[src/rtl/key_generator_decrypt.sv]
`timescale 1ns/1ps
`default_nettype none
// ============================================================================
//  Module   : g_function / key_generator_decrypt
//  Purpose  : AES-128 key schedule that delivers round keys K10 down to K0
//             for the decryption datapath, regenerating them by inverse steps.
//  Revision : 1.0  initial release
// ============================================================================

module g_function (
    input  logic [31:0] word,
    input  logic [7:0]  rcon,
    output logic [31:0] result
);

    localparam logic [2047:0] c_SBOX = {
        128'h637c777bf26b6fc53001672bfed7ab76,
        128'hca82c97dfa5947f0add4a2af9ca472c0,
        128'hb7fd9326363ff7cc34a5e5f171d83115,
        128'h04c723c31896059a071280e2eb27b275,
        128'h09832c1a1b6e5aa0523bd6b329e32f84,
        128'h53d100ed20fcb15b6acbbe394a4c58cf,
        128'hd0efaafb434d338545f9027f503c9fa8,
        128'h51a3408f929d38f5bcb6da2110fff3d2,
        128'hcd0c13ec5f974417c4a77e3d645d1973,
        128'h60814fdc222a908846eeb814de5e0bdb,
        128'he0323a0a4906245cc2d3ac629195e479,
        128'he7c8376d8dd54ea96c56f4ea657aae08,
        128'hba78252e1ca6b4c6e8dd741f4bbd8b8a,
        128'h703eb5664803f60e613557b986c11d9e,
        128'he1f8981169d98e949b1e87e9ce5528df,
        128'h8ca1890dbfe6426841992d0fb054bb16
    };

    logic [31:0] w_rot;
    logic [31:0] w_sub;

    assign w_rot = {word[23:0], word[31:24]};

    // Byte x sits at bit offset (255-x)*8 because row 0 is the most significant.
    generate
        for (genvar gi = 0; gi < 4; gi++) begin : g_sbox
            assign w_sub[gi*8 +: 8] = c_SBOX[{~w_rot[gi*8 +: 8], 3'b000} +: 8];
        end
    endgenerate

    assign result = w_sub ^ {rcon, 24'h000000};

endmodule

module key_generator_decrypt #(
    parameter int BLOCK_LENGTH = 128
) (
    input  logic                    clk,
    input  logic                    rst,
    input  logic                    start,
    input  logic [BLOCK_LENGTH-1:0] key,
    input  logic                    en,
    input  logic [3:0]              Round_Count,
    output logic [BLOCK_LENGTH-1:0] current_key,
    output logic                    key_valid,
    output logic                    busy,
    output logic                    ready
);

    typedef enum logic [1:0] {
        c_IDLE   = 2'd0,
        c_EXPAND = 2'd1,
        c_READY  = 2'd2
    } state_t;

    state_t                  r_state;
    logic [BLOCK_LENGTH-1:0] r_work_key;
    logic [BLOCK_LENGTH-1:0] r_last_key;
    logic [3:0]              r_exp_cnt;

    logic [31:0]             w_g_in;
    logic [31:0]             w_g_out;
    logic [3:0]              w_rcon_idx;
    logic [7:0]              w_rcon;
    logic [31:0]             w_f4, w_f5, w_f6, w_f7;
    logic [31:0]             w_i0, w_i1, w_i2, w_i3;
    logic [BLOCK_LENGTH-1:0] w_fwd_key;
    logic [BLOCK_LENGTH-1:0] w_inv_key;

    function automatic logic [7:0] rcon_of(input logic [3:0] idx);
        case (idx)
            4'd1:    return 8'h01;
            4'd2:    return 8'h02;
            4'd3:    return 8'h04;
            4'd4:    return 8'h08;
            4'd5:    return 8'h10;
            4'd6:    return 8'h20;
            4'd7:    return 8'h40;
            4'd8:    return 8'h80;
            4'd9:    return 8'h1b;
            4'd10:   return 8'h36;
            default: return 8'h00;
        endcase
    endfunction

    // One g instance: forward uses w3 of the held key, inverse rebuilds w3 = w7 ^ w6.
    assign w_g_in     = (r_state == c_EXPAND) ? r_work_key[31:0]
                                              : (r_work_key[31:0] ^ r_work_key[63:32]);
    assign w_rcon_idx = (r_state == c_EXPAND) ? r_exp_cnt : (4'd11 - Round_Count);
    assign w_rcon     = rcon_of(w_rcon_idx);

    g_function u_g (
        .word   (w_g_in),
        .rcon   (w_rcon),
        .result (w_g_out)
    );

    assign w_f4      = r_work_key[127:96] ^ w_g_out;
    assign w_f5      = r_work_key[95:64]  ^ w_f4;
    assign w_f6      = r_work_key[63:32]  ^ w_f5;
    assign w_f7      = r_work_key[31:0]   ^ w_f6;
    assign w_fwd_key = {w_f4, w_f5, w_f6, w_f7};

    assign w_i3      = r_work_key[31:0]   ^ r_work_key[63:32];
    assign w_i2      = r_work_key[63:32]  ^ r_work_key[95:64];
    assign w_i1      = r_work_key[95:64]  ^ r_work_key[127:96];
    assign w_i0      = r_work_key[127:96] ^ w_g_out;
    assign w_inv_key = {w_i0, w_i1, w_i2, w_i3};

    always_ff @(posedge clk or negedge rst) begin
        if (!rst) begin
            r_state     <= c_IDLE;
            r_work_key  <= '0;
            r_last_key  <= '0;
            r_exp_cnt   <= 4'd0;
            current_key <= '0;
            key_valid   <= 1'b0;
            busy        <= 1'b0;
            ready       <= 1'b0;
        end else if (start) begin
            r_work_key <= key;
            r_exp_cnt  <= 4'd1;
            r_state    <= c_EXPAND;
            key_valid  <= 1'b0;
            busy       <= 1'b1;
            ready      <= 1'b0;
        end else begin
            case (r_state)
                c_IDLE: begin
                    key_valid <= 1'b0;
                end
                c_EXPAND: begin
                    key_valid  <= 1'b0;
                    r_work_key <= w_fwd_key;
                    r_exp_cnt  <= r_exp_cnt + 4'd1;
                    if (r_exp_cnt == 4'd10) begin
                        r_last_key <= w_fwd_key;
                        r_exp_cnt  <= 4'd0;
                        r_state    <= c_READY;
                        busy       <= 1'b0;
                        ready      <= 1'b1;
                    end
                end
                c_READY: begin
                    key_valid <= en;
                    if (en) begin
                        if (Round_Count == 4'd0) begin
                            current_key <= r_last_key;
                            r_work_key  <= r_last_key;
                        end else if (Round_Count <= 4'd10) begin
                            current_key <= w_inv_key;
                            r_work_key  <= w_inv_key;
                        end
                    end
                end
                default: begin
                    r_state   <= c_IDLE;
                    key_valid <= 1'b0;
                    busy      <= 1'b0;
                    ready     <= 1'b0;
                end
            endcase
        end
    end

endmodule
`default_nettype wire

[config.mk]
export PLATFORM = sky130hd
export DESIGN_NAME = key_generator_decrypt
export DESIGN_NICKNAME = d
export VERILOG_FILES = /design/src/rtl/key_generator_decrypt.sv
export SDC_FILE = /design/constraint.sdc
export NUM_CORES = 2
export LEC_CHECK = 0
export CAP_MARGIN = 20
export CORE_MARGIN = 5
export CORE_UTILIZATION = 33
export DETAILED_ROUTE_END_ITERATION = 12
export GPL_TIMING_DRIVEN = 0
export PLACE_DENSITY = 0.5
export SYNTH_ARGS = -nofsm -noshare
export SYNTH_HDL_FRONTEND = slang
export SYNTH_HIERARCHICAL = 1
export SYNTH_SLANG_ARGS = --single-unit
[constraint.sdc]
create_clock -name clk -period 11.9 [get_ports clk]
set_input_delay 2.38 -clock clk [delete_from_list [all_inputs] [get_ports clk]]
set_output_delay 2.38 -clock clk [all_outputs]
set_load 0.05 [all_outputs]
==> results.sh <==
export IMPL_status="complete, no violations"
export IMPL_critPathMaxFanout=10
export IMPL_grt_pass1_wl_um=315000
export IMPL_instances_no_fill=6323
export IMPL_setup_worst_path_end_class="flop"
export IMPL_avgViaCountPerCell=6.62
export IMPL_drt_iter0_markers=6161
export IMPL_cts_sinks=391
export IMPL_antenna_found_initial=13
export IMPL_place_inst=6239
export IMPL_worst_path_max_delay_cell="o311ai_0"
export IMPL_grt_pass1_vias=39900
export IMPL_holdPathEnd="current_key[11]"
export IMPL_gr_usage_all_layers_pct=36.9
export IMPL_synth_nets=4679
export IMPL_clk_latency_ps=620
export IMPL_multi_input_area_um2=24000
export IMPL_routed_wl_um=226000
export IMPL_cp_arrival_ps=10100
export IMPL_start_kind="flop"
export IMPL_yosys_warnings=6
export IMPL_routedWlPerCell_um=35.8
export IMPL_cts_resized=0
export IMPL_pre_cts_slack_ps=2740
export IMPL_holdCritStartpoint="current_key[11]"
export IMPL_synth_main_ff_cell="dfrtp_1"
export IMPL_r2r_start="ready"
export IMPL_gp_congestion=1.04
export IMPL_initial_core_util_pct=33.1
export IMPL_synth_distinct_cells=101
export IMPL_n_fill_cell=11800
export IMPL_drv_slew=0
export IMPL_io_pins=267
export IMPL_fin_area_um2=42900
export IMPL_critical_path_top_delay_family="buffers and inverters"
export IMPL_syn2layout_area_growth_pct=17.6
export IMPL_hold_class="reg2reg"
export IMPL_die_h_um=342
export IMPL_fmax_mhz=104
export IMPL_hold_depth=1
export IMPL_syn_mean_instance_area_um2=8.15
export IMPL_dr_pass1_iters=7
export IMPL_placed_area_um2=41300
export IMPL_synth_area_leaders="dfrtp_1 (27%), a211oi_1 (5.2%), xnor2_1 (4.7%)"
export IMPL_grt_max_degree=112
export IMPL_synth_top_area_cell="dfrtp_1"
export IMPL_path_buf_inv=9
export IMPL_placement_io_buffers=264
export IMPL_core_area_um2=110000
export IMPL_grt_ovfl_total=0
export IMPL_clock_skew_ps=44.7
export IMPL_max_cap_viol_count=0
export IMPL_async_flop_share_pct=100
export IMPL_cp_cell_sequence="buf_2 > nand2b_1 > clkbuf_1 > clkbuf_1 > buf_1 > nand2_1 > xnor2_1 > clkbuf_1 > buf_2 > inv_1 > ha_1 > buf_2 > buf_2 > nor2_1 > o22ai_1 > o311ai_0 > o211ai_1 > a32oi_1 > xor2_1 > xnor3_1 > xnor2_1 > a211oi_1 > o31ai_1"
export IMPL_timing_rr_end="r_work_key[58]"
export IMPL_slew_headroom_pct=12.5
export IMPL_synth_edf_count=0
export IMPL_synth_seq_area_share_pct=26.8
export IMPL_dieArea_um2=117000
export IMPL_fin_nets=5004
export IMPL_ff_latch_area_um2=9780
export IMPL_tightest_slew_ps=1300
export IMPL_fin_crit_ps=9600
export IMPL_synth_most_common_cell="dfrtp_1"
export IMPL_die_w_um=342
export IMPL_reg2reg_depth=23
export IMPL_clk_pin_slew_worst_paths_ps=60
export IMPL_cts_tree="done"
export IMPL_fin_ws_ps=2300
export IMPL_netlist_area_um2=36500
export IMPL_netlist_instances=4474
export IMPL_setup_viol=0
export IMPL_critPathMaxStageDelay_ps=940
export IMPL_critPathLaunch="ready"
export IMPL_layout_drive_gt1_share_pct=10.8
export IMPL_hold_violations=0
export IMPL_ff2ff_setup_slack_ps=2300
export IMPL_synthTopCellsByCount="dfrtp_1 (391), nand2_1 (387), o21ai_0 (336)"
export IMPL_drc_errors=0
export IMPL_cts_max_level=2
export IMPL_layout_worst_path_cycle_share_pct=80.6
export IMPL_vias=41900
export IMPL_clockBufferDepth=3
export IMPL_cts_setup_buffers=0
export IMPL_synth_top_area_share_pct=26.8
export IMPL_dp_hpwl_um=171000
export IMPL_postRouteAntennaNets=0
export IMPL_numCtsBuffers=44
export IMPL_rows=122
export IMPL_ctsRootBufferMaster="clkbuf_16"
export IMPL_grt_setup_unrepaired="no"
export IMPL_crit_type="reg2reg"
export IMPL_cp_required_ps=12410
export IMPL_cts_hold_buf=0
export IMPL_ys_seq_elements=391
export IMPL_crit_path_frequent_cell="buf_2"
==> worst max-delay path by stage <==
stage / slack, ps / cells after the start / to
6_report: 2300 / 23 / r_work_key[58]
5_1_grt: 2000 / 23 / r_work_key[58]
4_1_cts: 2640 / 23 / r_work_key[58]
3_5_place_dp: 2740 / 23 / r_work_key[58]
3_3_place_gp: -10420 / 1 / current_key[118]
2_1_floorplan: 5910 / 22 / r_work_key[56]
==> state kept, by name, summed over array words and instances, names as in the netlist <==
register / count
key_valid: 1
ready: 1
r_work_key: 128
current_key: 128
r_last_key: 128
r_state: 1
r_exp_cnt: 4
==> final cells by class <==
class                      instances  share of cell area, %
multi-input combinational       3477                   56.0
buffer                           540                   5.81
sequential                       391                   22.8
antenna                            2                 0.0117
tap                             1488                   4.34
clock buffer                      62                   3.01
inverter                          66                  0.578
timing repair buffer             279                   6.72
clock inverter                    18                  0.660
==> cell families after synthesis <==
| group | synth area share [%] |
|---|---|
| AO/OA/AOI/OAI | 29.9 |
| XOR/XNOR | 7.26 |
| adder cells (fa/ha/maj) | 2.37 |
| buffers and inverters | 7.50 |
| flip-flops | 26.8 |
| multiplexers | 7.56 |
| AND/OR/NAND/NOR | 18.5 |
==> per-layer routing <==
layer | part of all wire [%] | vias up | GRT usage [%]
met5 | 0.029 | - | 0
met4 | 6.3 | 10 | 17.8
met3 | 11 | 719 | 8.12
met2 | 42 | 3041 | 54.8
met1 | 41 | 20800 | 50.7
li1 | - | 17300 | -
==> worst register-to-register path: cells and delay by family, from the launching register on <==
kind / cells / cell delay [ps]
flip-flops: 1 / 550
AO/OA/AOI/OAI: 6 / 2150
AND/OR/NAND/NOR: 3 / 650
buffers and inverters: 9 / 3510
XOR/XNOR: 4 / 2130
adder cells (fa/ha/maj): 1 / 520
==> metrics by stage <==
step	hold slack [ps]	setup TNS [ps]	utilization, %
2_1_floorplan	451	0	-
3_3_place_gp	460	-4039080	37.2
3_5_place_dp	465	0	37.5
4_1_cts	478	0	38.9
5_1_grt	487	0	38.9
6_report	472	0	38.9
==> cell usage in the layout (no fill, tap or decap), types with 70 or more instances in the layout <==
cell type          n
clkbuf_1         267
dfrtp_1          391
nand2_1          387
nor3_1           175
a31oi_1          104
nand3_1          104
clkdlybuf4s50_1  263
xnor2_1          186
a21oi_1          236
a21o_1            77
a211oi_1         254
o211ai_1          70
o21ai_0          336
nand2b_1          82
nor2_1           238
mux2_2            81
buf_2            179
Power is left out: the tool's default activity adds up to more than one toggle a clock period on the data nets, which glitch-free logic cannot reach.
